$ cat src/rtl/stopwatch_ctrl.sv
// Stopwatch control sequencer: button clean-up, centisecond strobe generation
// and the IDLE/RUN/PAUSE/LAP/FULL state machine driving the mm:ss:cc BCD chain.
//
// state | meaning
// ------+-----------------------------------------------------------
// IDLE  | stopped at zero; start begins counting, clear re-zeroes
// RUN   | counting, display shows live count
// PAUSE | counting suspended, prescaler phase retained
// LAP   | counting continues, display frozen on the lap register
// FULL  | chain saturated at 59:59.99; only clear leaves
module stopwatch_ctrl #(
  parameter int CLK_HZ    = 100_000_000,
  parameter int TICK_HZ   = 100,
  parameter int DB_CYCLES = 1_000_000
) (
  input  logic       clk,
  input  logic       reset,
  input  logic       btn_start,
  input  logic       btn_lap,
  input  logic       btn_clear,
  input  logic       cnt_max,
  output logic       cnt_en,
  output logic       cnt_clr,
  output logic       lap_load,
  output logic       disp_hold,
  output logic [2:0] state
);

  localparam int DIV   = CLK_HZ / TICK_HZ;
  localparam int PRE_W = (DIV > 1) ? $clog2(DIV) : 1;
  localparam int DB_W  = $clog2(DB_CYCLES + 1);

  localparam logic [PRE_W-1:0] PRE_LAST = PRE_W'(DIV - 1);
  localparam logic [DB_W-1:0]  DB_LAST  = DB_W'(DB_CYCLES - 1);

  // Button lane indices within the packed button vectors.
  localparam int BI_START = 0;
  localparam int BI_LAP   = 1;
  localparam int BI_CLEAR = 2;

  typedef enum logic [2:0] {
    S_IDLE  = 3'd0,
    S_RUN   = 3'd1,
    S_PAUSE = 3'd2,
    S_LAP   = 3'd3,
    S_FULL  = 3'd4
  } state_t;

  logic [2:0]      btn_raw;
  logic [2:0]      btn_meta;
  logic [2:0]      btn_sync;
  logic [2:0]      btn_level;
  logic [2:0]      btn_level_q;
  logic [2:0]      btn_press;
  logic [DB_W-1:0] db_cnt [3];

  logic [PRE_W-1:0] presc;

  state_t state_q;
  state_t state_nxt;
  logic   clr_nxt;
  logic   lap_nxt;

  logic ev_clear;
  logic ev_start;
  logic ev_lap;
  logic counting;
  logic active;
  logic tick;
  logic full_hit;

  assign btn_raw = {btn_clear, btn_lap, btn_start};

  // Two-flop synchronizer on the raw buttons.
  always_ff @(posedge clk or negedge reset) begin
    if (!reset) begin
      btn_meta <= '0;
      btn_sync <= '0;
    end else begin
      btn_meta <= btn_raw;
      btn_sync <= btn_meta;
    end
  end

  // Debounce: a level flips only after DB_CYCLES consecutive disagreeing samples.
  always_ff @(posedge clk or negedge reset) begin
    if (!reset) begin
      btn_level   <= '0;
      btn_level_q <= '0;
      for (int i = 0; i < 3; i++) begin
        db_cnt[i] <= '0;
      end
    end else begin
      btn_level_q <= btn_level;
      for (int i = 0; i < 3; i++) begin
        if (btn_sync[i] == btn_level[i]) begin
          db_cnt[i] <= '0;
        end else if (db_cnt[i] == DB_LAST) begin
          btn_level[i] <= btn_sync[i];
          db_cnt[i]    <= '0;
        end else begin
          db_cnt[i] <= db_cnt[i] + 1'b1;
        end
      end
    end
  end

  assign btn_press = btn_level & ~btn_level_q;

  // Same-cycle events resolve as clear > start > lap; losers are dropped.
  assign ev_clear = btn_press[BI_CLEAR];
  assign ev_start = btn_press[BI_START] & ~btn_press[BI_CLEAR];
  assign ev_lap   = btn_press[BI_LAP] & ~btn_press[BI_START] & ~btn_press[BI_CLEAR];

  // A start press while counting freezes the prescaler in the same cycle, so a
  // strobe never lands in PAUSE and the pending partial period survives resume.
  assign counting = (state_q == S_RUN) || (state_q == S_LAP);
  assign active   = counting & ~ev_start;
  assign tick     = active & (presc == PRE_LAST);
  assign full_hit = tick & cnt_max;

  // Prescaler: advances while counting, holds otherwise, zeroed with every clear.
  always_ff @(posedge clk or negedge reset) begin
    if (!reset) begin
      presc <= '0;
    end else if (clr_nxt) begin
      presc <= '0;
    end else if (active) begin
      presc <= (presc == PRE_LAST) ? '0 : presc + 1'b1;
    end
  end

  // Next-state and next-pulse decode.
  always_comb begin
    state_nxt = state_q;
    clr_nxt   = 1'b0;
    lap_nxt   = 1'b0;
    case (state_q)
      S_IDLE: begin
        if (ev_clear) begin
          clr_nxt = 1'b1;
        end else if (ev_start) begin
          state_nxt = S_RUN;
        end
      end
      S_RUN: begin
        if (ev_start) begin
          state_nxt = S_PAUSE;
        end else if (full_hit) begin
          state_nxt = S_FULL;
        end else if (ev_lap) begin
          state_nxt = S_LAP;
          lap_nxt   = 1'b1;
        end
      end
      S_LAP: begin
        if (ev_start) begin
          state_nxt = S_PAUSE;
        end else if (full_hit) begin
          state_nxt = S_FULL;
        end else if (ev_lap) begin
          state_nxt = S_RUN;
        end
      end
      S_PAUSE: begin
        if (ev_clear) begin
          state_nxt = S_IDLE;
          clr_nxt   = 1'b1;
        end else if (ev_start) begin
          state_nxt = S_RUN;
        end
      end
      S_FULL: begin
        if (ev_clear) begin
          state_nxt = S_IDLE;
          clr_nxt   = 1'b1;
        end
      end
      default: begin
        state_nxt = S_IDLE;
      end
    endcase
  end

  // State register with registered outputs.
  always_ff @(posedge clk or negedge reset) begin
    if (!reset) begin
      state_q   <= S_IDLE;
      cnt_en    <= 1'b0;
      cnt_clr   <= 1'b0;
      lap_load  <= 1'b0;
      disp_hold <= 1'b0;
    end else begin
      state_q   <= state_nxt;
      cnt_en    <= tick & ~cnt_max;
      cnt_clr   <= clr_nxt;
      lap_load  <= lap_nxt;
      disp_hold <= (state_nxt == S_LAP);
    end
  end

  assign state = state_q;

endmodule

$ cat config.mk
export PLATFORM = sky130hd
export DESIGN_NAME = stopwatch_ctrl
export DESIGN_NICKNAME = d
export VERILOG_FILES = /design/src/rtl/stopwatch_ctrl.sv
export SDC_FILE = /design/constraint.sdc
export NUM_CORES = 1
export LEC_CHECK = 0
export CAP_MARGIN = 20
export CELL_PAD_IN_SITES_DETAIL_PLACEMENT = 1
export CELL_PAD_IN_SITES_GLOBAL_PLACEMENT = 1
export CORE_ASPECT_RATIO = 2
export CORE_MARGIN = 5
export CORE_UTILIZATION = 30
export CTS_BUF_LIST = sky130_fd_sc_hd__clkbuf_4
export CTS_CLUSTER_DIAMETER = 80
export DETAILED_ROUTE_END_ITERATION = 10
export PLACE_DENSITY_LB_ADDON = 0.1
export SLEW_MARGIN = 10
export SYNTH_ARGS = -nofsm -noshare
export SYNTH_HDL_FRONTEND = slang
export SYNTH_SLANG_ARGS = --single-unit
export TNS_END_PERCENT = 100
$ cat constraint.sdc
create_clock -name clk -period 2.1 [get_ports clk]
set_input_delay 0.42 -clock clk [delete_from_list [all_inputs] [get_ports clk]]
set_output_delay 0.42 -clock clk [all_outputs]
set_load 0.02 [all_outputs]
==> results by group, run 1 <==
Placed design
  • IO Port Bufs: 12
  • Placer Congestion: 0.751
  • HPWL Detailed: 7.38 mm
  • Placed Cells: 699
  • DP Area: 5270 um^2

Timing
  • Tmin final: 1.99 ns
  • Max Clock Skew: 0.0281 ns
  • Unrepaired setup endpoints after global routing: false
  • Worst slew margin: 66.5%
  • Slew Limit Fails: 0
  • Setup TNS: 0 ns
  • Final setup viols: 0
  • Final Hold Fails: 0
  • Worst-Margin Slew: 0.501 ns
  • Hold slack: 0.341 ns
  • FMAX: 0.502 GHz
  • Final worst-path cycle share: 94.9%

Yosys
  • Synth top area share: 52.6%
  • Synthesis-stage register bit count: 99
  • Yosys cell types: 48
  • Top FF cell, synth: dfrtp_1
  • Syn Area/Cell: 10.0 um^2
  • Post-synth EDFFs: 0
  • Mapped Area: 4710 um^2
  • Post-synth top area cell: dfrtp_1
  • Syn Nets: 481
  • Count leader, synth: dfrtp_1
  • Cells after synthesis: 471
  • Commonest cells in the synthesized netlist: 99 x dfrtp_1, 85 x nor2_1, 41 x xor2_1
  • Synth Warn #: 0
  • Synth area leaders: dfrtp_1 53%, xor2_1 7.6%, nor2_1 6.8%
  • Sequential share of the synthesized area: 52.6%
  • FFs w/ async S/R, synth: 100%

Worst setup path
  • Crit path depth: 1
  • Buf/Inv on CP: 1
  • Setup CP Type: flop to primary output
  • CP Launch Type: flop
  • R2r worst-path depth: 5
  • Critical Path Slowest Stage Cell: clkdlybuf4s50_1
  • Critical path peak fanout: 9
  • Crit path required time: 1.68 ns
  • CP cell instances: clkdlybuf4s50_1
  • Critical path's top delay family: buffers and inverters
  • Crit path DAT: 1.57 ns
  • Max incr delay on CP: 0.66 ns
  • CP endpoint kind: primary output

GRT
  • Vias in the first global route: 3,849
  • Initial antenna violation count: 1
  • Pin count of the biggest net entering global routing: 52
  • First-pass GRT wire length: 18.7 mm
  • GRT Util Overall: 12.2%
  • Gr ovfl total: 0

Power and ir drop
  • Leak: 0.00238 uW
  • VDD IR max: 287 uV
  • Cell Pwr Density: 575 nW/um^2
  • Design Power: 3130 uW

Route
  • TritonRoute pass-1 iters: 4
  • Total routed wirelength: 10.4 mm
  • DR WL/cell: 14.5 um
  • Vias/cell: 4.85
  • Initial DRC count: 89
  • Vias: 3,480
  • Residual DRC count: 0
  • Antenna Violating Nets Remaining: 0

Floorplan
  • CORE AREA: 15,600 um^2
  • Full die area: 18,500 um^2
  • Die H: 187 um
  • Die width: 98.6 um
  • Starting Density: 30.2%
  • I/O pins: 13
  • FP Rows: 65

Layout
  • Finished Layout Cells: 717
  • # fillers: 1,818
  • Synth-to-Final Area Change: 15.4%
  • Share of cells above drive strength 1: 11.7%
  • Nets: 520
  • Design Area, Final: 5440 um^2

Clocking
  • CTS max path bufs: 2
  • Root Driver: clkbuf_4
  • CTS tree: done
  • Post-CTS Setup Repair Bufs: 0
  • Clock buffer count from CTS: 9
  • H-tree levels: 3
  • Clk Latency, worst-skew pair: 0.45 ns
  • CTS Sinks: 99
  • Clock slew at reported path FFs: 0.17 ns

Run
  • Max cap viols: 0

Status
  • Status: completed

Hold path
  • Worst hold path type: primary input to async pin
[logic make-up (layout without fill, tap and decap cells)]
logic type / count (synthesis) / count (layout) / synth area share (%)
xor gates and xnor gates: 68 / 68 / 12.6
AOI/OAI and AO/OA: 40 / 40 / 6.08
DFF: 99 / 99 / 52.6
and+or+nand+nor: 230 / 230 / 24.3
buffers and inverters: 25 / 69 / 2.18
muxes: 5 / 5 / 1.19
adders and majority gates: 4 / 4 / 1.06
other: 0 / 1 / 0
[timing repair]
action                                  4_1_cts  5_1_grt
endpoints found under the setup margin        1       22
endpoints found under the hold margin        13        0
gates resized for setup                       1        4
pin swaps                                     0        1
hold buffers                                  1        0
[worst paths after layout]
| kind | startpoint | slack [ns] | end |
|---|---|---|---|
| worst max-delay path | state[2]$_DFF_PN0_ | 0.11 | state[2] |
| worst min-delay path | reset | 0.34 | presc[19]$_DFFE_PN0P_ |
| worst max register to register | presc[7]$_DFFE_PN0P_ | 0.12 | presc[11]$_DFFE_PN0P_ |
| worst min register to register | btn_meta[0]$_DFF_PN0_ | 0.37 | btn_sync[0]$_DFF_PN0_ |
| max in group asynchronous | reset | 1.19 | state[2]$_DFF_PN0_ |
| min in group clk | btn_meta[0]$_DFF_PN0_ | 0.37 | btn_sync[0]$_DFF_PN0_ |
[cells in the final DEF (no fill, tap or decap), types with 11 or more instances in the layout]
cell type and count:
nand4_1 14, clkbuf_4 11, dfrtp_1 97, nand3_1 34
xor2_1 41, and3_1 17, buf_4 26, xnor2_1 27
nor2_1 84, nand2_1 35, inv_1 11
[where the power goes]
part           internal [uW]  total, uW  switching (uW)
logic                   40.9        116            75.0
registers               1930       1940            16.1
clock network            397       1070             671
[flip-flops by register name, summed over array words and instances, names as in the netlist]
| name | flops |
|---|---|
| lap_load | 1 |
| state | 3 |
| btn_level_q | 3 |
| cnt_clr | 1 |
| btn_sync | 3 |
| btn_meta | 3 |
| db_cnt | 60 |
| disp_hold | 1 |
| btn_level | 3 |
| cnt_en | 1 |
| presc | 20 |
[per-layer routing]
metal  GRT usage [%]  share of wire, %
met3            2.65               2.4
met2            20.1                48
met4            3.79               1.6
met1            15.9                48
met5               0                 0
[metrics by stage]
step / utilization, % / setup WS (ns)
floorplan: - / 0.178
global placement: 33.8 / 0.157
detailed placement: 33.8 / 0.0792
CTS: 34.8 / 0.0518
global route: 34.8 / 0.00516
finish: 34.8 / 0.107
[area by class of cell]
| type | instances | area (um^2) | share of cell area [%] |
|---|---|---|---|
| Antenna cell | 1 | 2.50 | 0.0460 |
| Clock buffer | 11 | 82.6 | 1.52 |
| Clock inverter | 5 | 61.3 | 1.13 |
| Inverter | 12 | 45.0 | 0.828 |
| Multi-Input combinational cell | 347 | 2140 | 39.3 |
| Sequential cell | 99 | 2480 | 45.6 |
| Tap cell | 201 | 251 | 4.62 |
| Timing Repair Buffer | 41 | 378 | 6.95 |
Power figures use the tool's default switching activity.
==> run 2, diff against run 1 <==
--- a/config.mk
+++ b/config.mk
@@ -14,6 +14,7 @@
 export CTS_BUF_LIST = sky130_fd_sc_hd__clkbuf_4
 export CTS_CLUSTER_DIAMETER = 80
 export DETAILED_ROUTE_END_ITERATION = 10
+export MAX_ROUTING_LAYER = met4
 export PLACE_DENSITY_LB_ADDON = 0.1
 export SLEW_MARGIN = 10
 export SYNTH_ARGS = -nofsm -noshare
==> run 2 against run 1 <==
  * Critical path depth unchanged
  * Core utilization hardly changed
  * Critical path type unchanged
  * Maximum frequency increased by 0.11%
  * Sequential share of layout area about the same
  * Clock power about the same
  * Via count about the same
  * Sequential cell count is the same
  * Clock skew barely moved
  * Largest cell class unchanged
  * Die area unchanged
  * Hold slack worse by 0.0014 ns
==> results by group, run 2 (synthesis results as in run 1) <==
Worst setup path
  • CP cell instances: clkdlybuf4s50_1
  • Worst R2R Start: presc[7]$_DFFE_PN0P_
  • Crit path DAT: 1.57 ns
  • CP endpoint kind: primary output
  • Critical path peak fanout: 9
  • R2r worst-path depth: 5
  • Max incr delay on CP: 0.66 ns
  • Critical Path Slowest Stage Cell: clkdlybuf4s50_1
  • Crit path required time: 1.68 ns
  • Critical path's top delay family: buffers and inverters
  • R2r endpoint: presc[11]$_DFFE_PN0P_
  • Buf/Inv on CP: 1
  • R2R Setup Slk: 0.12 ns
  • CP Launch Type: flop
  • Setup CP Type: flop to primary output

Floorplan
  • I/O pins: 13
  • Die H: 187 um
  • Die width: 98.6 um
  • CORE AREA: 15,600 um^2
  • FP Rows: 65
  • Starting Density: 30.2%
  • Full die area: 18,500 um^2

Route
  • TritonRoute pass-1 iters: 4
  • Vias: 3,481
  • Vias/cell: 4.85
  • Initial DRC count: 90
  • Residual DRC count: 0
  • Total routed wirelength: 10.4 mm
  • Antenna Violating Nets Remaining: 0
  • DR WL/cell: 14.5 um

Layout
  • Synth-to-Final Area Change: 15.3%
  • Nets: 520
  • Register with the most flip-flops: db_cnt
  • Share of cells above drive strength 1: 11.7%
  • # fillers: 1,818
  • Max reg flops: 60
  • Commonest non-fill, non-tap cells in the layout: 97 x dfrtp_1, 84 x nor2_1, 41 x xor2_1
  • Final Core Density: 34.8%
  • Top Registers: db_cnt (60), presc (20)
  • Most common cell after layout, fill and taps aside: dfrtp_1

GRT
  • Pin count of the biggest net entering global routing: 52
  • Initial antenna violation count: 1
  • Gr ovfl total: 0
  • First-pass GRT wire length: 18.7 mm
  • Vias in the first global route: 3,855
  • GRT Util Overall: 12.5%

Placed design
  • Placer Congestion: 0.761
  • HPWL Detailed: 7.38 mm
  • IO Port Bufs: 12

Power and ir drop
  • Leak: 0.00236 uW
  • Cell Pwr Density: 575 nW/um^2
  • VDD IR max: 287 uV
  • Design Power: 3130 uW

Clocking
  • Clock buffer count from CTS: 9
  • Root Driver: clkbuf_4
  • CTS Sinks: 99
  • Clock slew at reported path FFs: 0.17 ns
  • CTS max path bufs: 2
  • H-tree levels: 3
  • CTS tree: done
  • Post-CTS Setup Repair Bufs: 0
  • Clk Latency, worst-skew pair: 0.45 ns

Run
  • Max cap viols: 0

Timing
  • Max Clock Skew: 0.0281 ns
  • Final worst-path cycle share: 94.8%
  • Final setup viols: 0
  • Setup TNS: 0 ns
  • Hold slack: 0.339 ns
  • Worst-Margin Slew: 0.507 ns
  • FMAX: 0.502 GHz
  • Tmin final: 1.99 ns
  • Slew Limit Fails: 0
  • Final Hold Fails: 0
  • Worst slew margin: 66.1%
  • Unrepaired setup endpoints after global routing: false

Status
  • Status: completed

Hold path
  • Worst hold path type: primary input to async pin
==> run 2: worst max-delay path by stage <==
| stage | slack (ns) | depth (start not counted) | to | from |
|---|---|---|---|---|
| 5_1_grt | 0.0005 | 1 | state[0] | state[0]$_DFF_PN0_ |
| 6_report | 0.11 | 1 | state[2] | state[2]$_DFF_PN0_ |
| 3_3_place_gp | 0.16 | 6 | db_cnt[43]$_DFF_PN0_ | db_cnt[40]$_DFF_PN0_ |
| 2_1_floorplan | 0.18 | 5 | presc[11]$_DFFE_PN0P_ | presc[7]$_DFFE_PN0P_ |
| 3_5_place_dp | 0.08 | 6 | db_cnt[46]$_DFF_PN0_ | db_cnt[40]$_DFF_PN0_ |
| 4_1_cts | 0.05 | 1 | state[1] | state[1]$_DFF_PN0_ |
==> run 2: layout make-up <==
cell class | instances | area [um^2] | share of cell area (%)
antenna | 1 | 2.50 | 0.0460
clock buffer | 11 | 82.6 | 1.52
clock inverter | 5 | 61.3 | 1.13
inverter | 12 | 45.0 | 0.829
multi-input combinational | 347 | 2140 | 39.3
sequential | 99 | 2480 | 45.6
tap | 201 | 251 | 4.63
timing repair buffer | 41 | 375 | 6.90
==> run 2: what timing repair did <==
item	4_1_cts	5_1_grt
hold endpoints to repair	13	0
gates cloned	0	0
resized for setup	1	3
hold buffers	1	0
setup endpoints to repair	1	21
pin swaps	0	1
==> run 2: metrics by stage <==
stage	std cells	area [um^2]	setup WS, ns
floorplan	471	4710	0.178
global placement	699	5270	0.157
detailed placement	699	5270	0.0792
CTS	716	5430	0.0518
global route	717	5440	0.000508
finish	717	5440	0.109
==> run 2: per-layer routing <==
metal,vias to the layer above,routed length (um),global-route usage (%)
met1,1727,4960,16.0
met3,9,231,2.05
met4,0,174,4.26
met5,-,0,-
met2,39,5010,20.1
li1,1706,-,-
==> run 2: where the power goes <==
group	internal, uW	switching [uW]	total (uW)
combinational	40.9	75.1	116
clock	397	672	1070
sequential	1930	16.3	1940
total	2360	763	3130
